### config.mk
export PLATFORM = sky130hd
export DESIGN_NAME = chest_pilot_avg
export DESIGN_NICKNAME = d
export VERILOG_FILES = /design/src/rtl/chest_pilot_avg.sv
export SDC_FILE = /design/constraint.sdc
export NUM_CORES = 1
export LEC_CHECK = 0
export ABC_AREA = 1
export ABC_CLOCK_PERIOD_IN_PS = 3300
export CAP_MARGIN = 0
export CORE_AREA = 2 2 111 113
export CTS_CLUSTER_DIAMETER = 100
export CTS_CLUSTER_SIZE = 40
export DETAILED_ROUTE_END_ITERATION = 12
export DIE_AREA = 0 0 113 115
export GPL_TIMING_DRIVEN = 1
export HOLD_SLACK_MARGIN = 0.03
export PLACE_DENSITY_LB_ADDON = 0.15
export SLEW_MARGIN = 40
export SYNTH_ARGS = -nofsm -noshare
export SYNTH_HDL_FRONTEND = slang
export SYNTH_SLANG_ARGS = --single-unit
### constraint.sdc
create_clock -name clk -period 3.3 [get_ports clk]
set_clock_uncertainty 0.15 [all_clocks]
set_input_delay 0.825 -clock clk [delete_from_list [all_inputs] [get_ports clk]]
set_output_delay 0.825 -clock clk [all_outputs]
set_load 0.1 [all_outputs]
### src/rtl/chest_pilot_avg.sv
// chest_pilot_avg: averages groups of N = 2^N_LOG2 de-rotated pilot LS estimates.
// It uses round-half-up and emits one registered result per group, with a
// rolling 2-bit write address for the downstream estimate buffer.
//
// Ports:
//   clk        - clock; all state updates on its rising edge
//   rst        - asynchronous active-high reset
//   en         - sample-accept enable (a sample is taken when in_valid & en)
//   clr        - synchronous discard of the partial group
//   in_valid   - qualifies in_r / in_i
//   in_r, in_i - signed real/imag estimates, WIDTH bits
//   out_valid  - one-cycle pulse qualifying avg_r / avg_i / out_addr
//   avg_r/avg_i- signed rounded group averages, held between pulses
//   out_addr   - estimate-buffer write address, advances after each pulse
module chest_pilot_avg #(
  parameter int unsigned WIDTH  = 17,
  parameter int unsigned N_LOG2 = 2
) (
  input  logic                    clk,
  input  logic                    rst,
  input  logic                    en,
  input  logic                    clr,
  input  logic                    in_valid,
  input  logic signed [WIDTH-1:0] in_r,
  input  logic signed [WIDTH-1:0] in_i,
  output logic                    out_valid,
  output logic signed [WIDTH-1:0] avg_r,
  output logic signed [WIDTH-1:0] avg_i,
  output logic [1:0]              out_addr
);

  localparam int unsigned AW = WIDTH + N_LOG2 + 1;
  localparam int unsigned N  = 1 << N_LOG2;
  localparam logic signed [AW-1:0]     RND      = AW'(N / 2);
  localparam logic        [N_LOG2-1:0] CNT_LAST = N_LOG2'(N - 1);

  typedef enum logic {
    IDLE = 1'b0,
    ACC  = 1'b1
  } state_t;

  state_t                  r_state, w_state_nxt;
  logic [N_LOG2-1:0]       r_cnt, w_cnt_nxt;
  logic signed [AW-1:0]    r_acc_r, r_acc_i, w_acc_r_nxt, w_acc_i_nxt;
  logic signed [AW-1:0]    w_in_r_ext, w_in_i_ext, w_sum_r, w_sum_i;
  logic signed [WIDTH-1:0] w_avg_r, w_avg_i;
  logic                    w_accept, w_last, w_out_valid_nxt;

  logic                    r_out_valid;
  logic signed [WIDTH-1:0] r_avg_r, r_avg_i;
  logic [1:0]              r_out_addr;

  // Sign-extended inputs and running sums including the current sample.
  assign w_accept   = in_valid & en;
  assign w_in_r_ext = AW'(in_r);
  assign w_in_i_ext = AW'(in_i);
  assign w_sum_r    = r_acc_r + w_in_r_ext;
  assign w_sum_i    = r_acc_i + w_in_i_ext;

  // Round half up, then arithmetic shift; the result always fits WIDTH bits.
  assign w_avg_r = WIDTH'((w_sum_r + RND) >>> N_LOG2);
  assign w_avg_i = WIDTH'((w_sum_i + RND) >>> N_LOG2);

  // Nth sample of a group; a coincident clr suppresses completion.
  assign w_last = w_accept && !clr && (r_state == ACC) && (r_cnt == CNT_LAST);

  // Group state register.
  always_ff @(posedge clk or posedge rst) begin
    if (rst) begin
      r_state <= IDLE;
      r_cnt   <= '0;
      r_acc_r <= '0;
      r_acc_i <= '0;
    end else begin
      r_state <= w_state_nxt;
      r_cnt   <= w_cnt_nxt;
      r_acc_r <= w_acc_r_nxt;
      r_acc_i <= w_acc_i_nxt;
    end
  end

  // Next-state: clr restarts the group, with the coincident sample as its first.
  always_comb begin
    w_state_nxt     = r_state;
    w_cnt_nxt       = r_cnt;
    w_acc_r_nxt     = r_acc_r;
    w_acc_i_nxt     = r_acc_i;
    w_out_valid_nxt = 1'b0;
    if (clr) begin
      w_state_nxt = IDLE;
      w_cnt_nxt   = '0;
      w_acc_r_nxt = '0;
      w_acc_i_nxt = '0;
      if (w_accept) begin
        w_state_nxt = ACC;
        w_cnt_nxt   = N_LOG2'(1);
        w_acc_r_nxt = w_in_r_ext;
        w_acc_i_nxt = w_in_i_ext;
      end
    end else if (w_accept) begin
      if (r_state == IDLE) begin
        w_state_nxt = ACC;
        w_cnt_nxt   = N_LOG2'(1);
        w_acc_r_nxt = w_in_r_ext;
        w_acc_i_nxt = w_in_i_ext;
      end else if (w_last) begin
        w_state_nxt     = IDLE;
        w_cnt_nxt       = '0;
        w_acc_r_nxt     = '0;
        w_acc_i_nxt     = '0;
        w_out_valid_nxt = 1'b1;
      end else begin
        w_cnt_nxt   = r_cnt + N_LOG2'(1);
        w_acc_r_nxt = w_sum_r;
        w_acc_i_nxt = w_sum_i;
      end
    end
  end

  // Output registers; address advances after each published result.
  always_ff @(posedge clk or posedge rst) begin
    if (rst) begin
      r_out_valid <= 1'b0;
      r_avg_r     <= '0;
      r_avg_i     <= '0;
      r_out_addr  <= '0;
    end else begin
      r_out_valid <= w_out_valid_nxt;
      if (w_out_valid_nxt) begin
        r_avg_r <= w_avg_r;
        r_avg_i <= w_avg_i;
      end
      if (r_out_valid) begin
        r_out_addr <= r_out_addr + 2'd1;
      end
    end
  end

  assign out_valid = r_out_valid;
  assign avg_r     = r_avg_r;
  assign avg_i     = r_avg_i;
  assign out_addr  = r_out_addr;

endmodule

==> reports/metrics.csv, run 1 <==
metric;value;unit
wl_met1;9953;um
grt_pass1_wl;35020;um
hold_path_end;avg_i[0];
vias;7591;
drt_iter0_drc;668;
finalNonFillerCells;1402;
wl;21430;um
relSlewSlack;64.45;%
cp_slowest_stage_delay;520;ps
syn_area;6723;um2
worstSetupStartpointType;input port;
area_growth;33.20;%
syn_inst;1047;
h-tree-depth;3;
viasPerCell;5.414;
ctsHoldBuffers;0;
critPathRequiredTime;3390;ps
ys_warn_count;0;
max-vdd-ir-drop;0.0002904;V
final_max_slew_viol_count;0;
core-area;11810;um2
dp_hpwl;16510;um
r2r_cells;15;
hold_viol_final;0;
ys_seq_area_share;29.03;%
clk_latency;350;ps
cts_buffers;9;
cts_setup_buffers;0;
grt_overflow;0;
drive_above_1_share;23.27;%
crit_buf_inv;5;
root_buffer;clkbuf_16;
start_util;56.92;%
cp-end-kind;flip-flop;
cts_num_sinks;78;
rrSetupSlack;640;ps
clk_pin_slew;70;ps
critPathLaunch;in_i[0];
synth_cell_types;36;
power.total;4045;uW
antenna_cells;0;
dp_cells;1387;
cp_top_family;simple AND/OR/NAND/NOR gates;
drtPass1Iterations;9;
cts_tree;built;
route.detailed.drc;6;
status;finished with violations;
finalCritPeriodShare;97.60;%
gp_congestion;1.011;
dr.max_layer_used;met4;
path_class;in2reg;
drv_cap;0;
ys_ff_latch;78;
num_rows;40;
ios;76;
r2r-start;r_acc_i[0];
die_y;115;um
fmax;310.5;MHz
io_buffers;75;
arrival;3310;ps
violations;design-rule violations;
die_area;13000;um2
wl_met2;9547;um
crit_slowest_cell;clkdlybuf4s50_1;
synth.avg_cell_area;6.421;um2
setup_tns;0;ps
holdCritStartpoint;avg_i[0];
die_w;113;um
ctsResizeCount;0;
nNetsFinal;1331;
crit_fanout;4;
synth_nets;1127;
worstHoldPathCells;2;
p_leak;0.004916;uW
antenna_found_initial;0;
worstMarginPinSlew;532.6;ps
routed-wl-met3;1500;um
drtAntennaViolNets;0;
setup_viol;0;
hp-class;reg2reg;
grt_pass1_vias;7106;
fin_crit;3221;ps
grt_usage;33.90;%
r2r_end;avg_i[11];
wire_per_inst;15.28;um
grt_max_degree;31;
crit_chain;clkdlybuf4s50_1 > ha_4 > fa_2 > buf_4 > inv_1 > nand2_2 > nand2_2 > inv_1 > ha_2 > inv_1 > nor2_4 > nand3_2 > nor2_4 > nand2_4 > nor2_4 > nand3_2 > o211ai_2 > nand2_1;
power_density;451.7;nW/um2
hold_ws;326.2;ps
cts.path.max_buffers;2;
cells by family (layout without fill, tap and decap cells):
logic type,count (synthesis),count (layout),share of synthesized area (%)
simple gates,658,658,43.68
flops,78,78,29.03
xor+xnor,15,15,1.954
compound gates,108,108,9.194
fa+ha+maj,41,41,7.854
buf+inv,147,355,8.282
Yosys cell counts:
master    number  share of area, %
nand3_1      102               7.6
nor2_4         9               1.5
nand2_1      408                23
clkbuf_1      18               1.0
o31ai_1        3              0.33
nor2_1        60               3.4
o21ai_0       51               3.8
xnor2_1        5              0.65
o21bai_1       4              0.45
buf_2          1             0.074
o211ai_1       6              0.67
fa_1           2              0.60
a22oi_1        1              0.11
nor3_1         5              0.37
a21oi_2        3              0.39
a21oi_1       31               2.3
buf_4          1              0.11
and2_1         2              0.19
xor2_1        10               1.3
a32o_1         1              0.15
dfrtp_1       78                29
nand2_4        1              0.17
nor2_2         9              0.84
o211ai_2       1              0.19
nand4_2        1              0.19
o21ai_1        2              0.15
ha_1          39               7.3
nand3_4        2              0.52
a22o_1         4              0.52
nand3b_1       4              0.45
nand2_2       24               2.2
a211o_1        1              0.13
inv_2         18               1.0
inv_1        109               6.1
nand3_2       11               1.6
nand4_1       20               1.9
registers in the layout, summed over array words and instances (netlist names):
signal and count:
r_state 1, r_acc_r 19, out_valid 1, r_acc_i 19, avg_r 17, avg_i 17
out_addr 2, r_cnt 2
cells in the final DEF, fill, tap and decap left out, drive strengths merged, types with 2 or more instances in the layout:
cell	count
o21ai	53
nand3b	4
xor2	10
o31ai	3
nor3	5
a21oi	34
clkdlybuf4s50	36
ha	39
nand4	21
nand2	433
xnor2	5
o211ai	7
and2	2
dfrtp	78
inv	127
clkinvlp	2
dlymetal6s2s	2
bufinv	2
clkbuf	10
o21bai	4
buf	175
a22o	4
nand3	115
fa	2
nor2	78
through the flow:
| stage | util (%) | instance area, um2 | setup slack [ps] |
|---|---|---|---|
| 2_1_floorplan | - | 6723 | 273.3 |
| 3_3_place_gp | 72.30 | 8539 | -249.5 |
| 3_5_place_dp | 72.30 | 8539 | -301.8 |
| 4_1_cts | 74.95 | 8852 | 22.30 |
| 5_1_grt | 75.82 | 8955 | -21.49 |
| 6_report | 75.82 | 8955 | 79.09 |
worst max path at each step:
stage / endpoint / slack (ps) / depth (start not counted)
after floorplan: avg_i[11] / 270 / 15
after global placement: avg_i[12] / -250 / 15
after detailed placement: avg_i[15] / -300 / 18
after CTS: avg_i[15] / 20 / 18
after global routing: avg_i[11] / -20 / 18
final: avg_i[11] / 80 / 18
metal layers:
metal  global-route usage, %  vias to the layer above
met5                       0                        -
met4                   10.57                        0
met3                   4.164                       40
met2                   53.37                      289
met1                   49.10                     3483
li1                        -                     3779
power by group:
group / internal (uW) / switching (uW)
clock network: 662 / 440
registers: 1030 / 57.5
logic: 692 / 1160
worst reg2reg max path: cells and delay by family, from the launching register on:
family	cells	cell delay [ps]
AOI/OAI and AO/OA	1	150
adders and majority gates	3	740
buffers and inverters	2	150
DFF	1	410
and+or+nand+nor	9	940
final cells by class:
type	instances	area (um2)
inverter	127	478.0
sequential	78	1952
multi-input combinational	822	4317
fill	953	2856
timing repair buffer	213	1712
clock buffer	10	229.0
tap	147	183.9
clock inverter	5	83.83
Power figures use the tool's default switching activity.
==> run 2: changes to the inputs <==
--- a/config.mk
+++ b/config.mk
@@ -15,6 +15,7 @@
 export DIE_AREA = 0 0 113 115
 export GPL_TIMING_DRIVEN = 1
 export HOLD_SLACK_MARGIN = 0.03
+export MAX_ROUTING_LAYER = met4
 export PLACE_DENSITY_LB_ADDON = 0.15
 export SLEW_MARGIN = 40
 export SYNTH_ARGS = -nofsm -noshare
==> reports/metrics.csv, run 2 (synthesis gave the netlist of run 1 again) <==
metric;value;unit;change
nNetsFinal;1346;;+1.1%
antenna_found_initial;0;;unchanged
p_int;2384;uW;-0.16%
grt_overflow;0;;unchanged
drtAntennaViolNets;0;;unchanged
setup_tns;0;ps;unchanged
clockPowerShare;26.4;%;-0.8 points
netSwitchingFraction;41.14;%;+0.18 points
power_frac_comb;46.7;%;+0.9 points
area_growth;34.58;%;
setup_viol;0;;unchanged
violations;design-rule violations;;
die_y;115;um;unchanged
cts.path.max_buffers;2;;unchanged
cts_tree;built;;
wl;21450;um;about the same
status;finished with violations;;
final_cell_mix;402 x nand2_1, 189 x buf_4, 106 x inv_1;;
relSlewSlack;45.76;%;-19 points
core-area;11810;um2;unchanged
grt_max_degree;36;;+16%
stdcell_area;9047;um2;+1.0%
max-vdd-ir-drop;0.0003905;V;+34%
cts_buffers;9;;unchanged
arrival;3290;ps;-20 ps
num_rows;40;;unchanged
vias;7679;;+1.2%
cts_num_sinks;78;;unchanged
drv_cap;0;;unchanged
cp-end-kind;flip-flop;;
drtPass1Iterations;9;;unchanged
hp-class;reg2reg;;
worstMarginPinSlew;810.6;ps;+278.0 ps
finalCritPeriodShare;97.41;%;-0.19 points
die_w;113;um;unchanged
route.detailed.drc;6;;unchanged
start_util;56.92;%;unchanged
hold_viol_final;0;;unchanged
viasPerCell;5.415;;about the same
worstHoldPathCells;1;;-1
pwr-share-seq;26.9;%;about the same
io_buffers;75;;unchanged
root_buffer;clkbuf_16;;
power.total;4050;uW;+0.14%
p_leak;0.004966;uW;+1.0%
ios;76;;unchanged
path_class;in2reg;;
r2r_cells;11;;-4
fin_crit;3215;ps;-6.264 ps
power_density;447.7;nW/um2;-0.88%
drt_iter0_drc;569;;-15%
clk_latency;350;ps;about the same
placed_area;8630;um2;+1.1%
die_area;13000;um2;unchanged
antenna_cells;0;;unchanged
crit_fanout;3;;-1
mostFrequentLayoutCell;nand2_1;;
reg_top3;r_acc_i x19, r_acc_r x19;;
wire_per_inst;15.12;um;-1.0%
power_switching;1666;uW;+0.57%
gp_congestion;0.9782;;-3.2%
worstSetupStartpointType;input port;;
ctsHoldBuffers;0;;unchanged
critPathRequiredTime;3380;ps;about the same
grt_usage;33.80;%;-0.10 points
h-tree-depth;3;;unchanged
grt_pass1_vias;6928;;-2.5%
dp_hpwl;16340;um;-1.1%
fill_cells;973;;+2.1%
fmax;311.1;MHz;+0.19%
drive_above_1_share;24.31;%;+1.0 points
clk_pin_slew;60;ps;about the same
finalNonFillerCells;1418;;+1.1%
final_max_slew_viol_count;0;;unchanged
dp_cells;1399;;+0.87%
hold_ws;324.2;ps;-2.016 ps
grt_pass1_wl;33790;um;-3.5%
run 2: changes by cell type in the layout (fill, tap and decap cells not counted), moves of 3 or more:
cell / previous run / this run
buf_4: 174 / 189
nand2_1: 405 / 402
nand2_2: 26 / 30
nor2_1: 51 / 55
nor2_2: 15 / 10
run 2: per-layer routing:
layer	part of all wire (%)	up-vias	GRT usage, %	routed length [um]
li1	-	3813	-	-
met1	47	3554	47.60	10010
met2	45	280	50.94	9640
met3	6.7	32	4.270	1428
met4	1.7	0	10.73	364
met5	0	-	-	0
run 2: power groups by stage:
stage	clock, uW	combinational [uW]	sequential [uW]
after floorplan	0	897	1300
after global placement	0	1790	1100
after detailed placement	0	1820	1100
after CTS	1070	1830	1090
after global routing	1110	2060	1100
final	1070	1890	1090
run 2: area by class of cell:
| class | instances | area, um2 | area share (%) |
|---|---|---|---|
| Multi-Input combinational cell | 822 | 4305 | 47.59 |
| Sequential cell | 78 | 1952 | 21.57 |
| Timing Repair Buffer | 228 | 1819 | 20.11 |
| Inverter | 127 | 478.0 | 5.283 |
| Clock buffer | 11 | 252.7 | 2.794 |
| Tap cell | 147 | 183.9 | 2.033 |
| Clock inverter | 5 | 56.30 | 0.6223 |
run 2: critical path, stage by stage:
cell and delay [ps]:
clkdlybuf4s50_1 440, ha_2 200, fa_2 560, inv_1 80, nor2_2 150, nand3_2 130
nor2_4 130, nand4_1 220, buf_4 210, nor2_1 100, xor2_1 140, o21ai_0 80
run 2: metrics by stage:
stage,setup WS (ps),utilization [%]
floorplan,273.3,-
global placement,-253.7,73.06
detailed placement,-337.6,73.06
CTS,22.29,75.70
global route,-63.61,76.60
finish,85.35,76.60
run 2: timing repair:
action                     in CTS  in global routing
gates resized for setup         1                 25
pin swaps                       0                 12
buffers inserted                0                  3
setup endpoints to repair       1                 19
run 2: final timing paths:
check | start | to | slack, ps
min in group asynchronous | rst | r_acc_r[2] | 640
worst min-delay path | out_addr[1] | out_addr[1] | 320
worst max-delay path | in_r[0] | avg_r[8] | 90
worst min register to register | out_addr[1] | out_addr[1] | 320
worst max register to register | r_acc_r[0] | avg_r[8] | 620
max in group asynchronous | rst | r_acc_i[12] | 1700
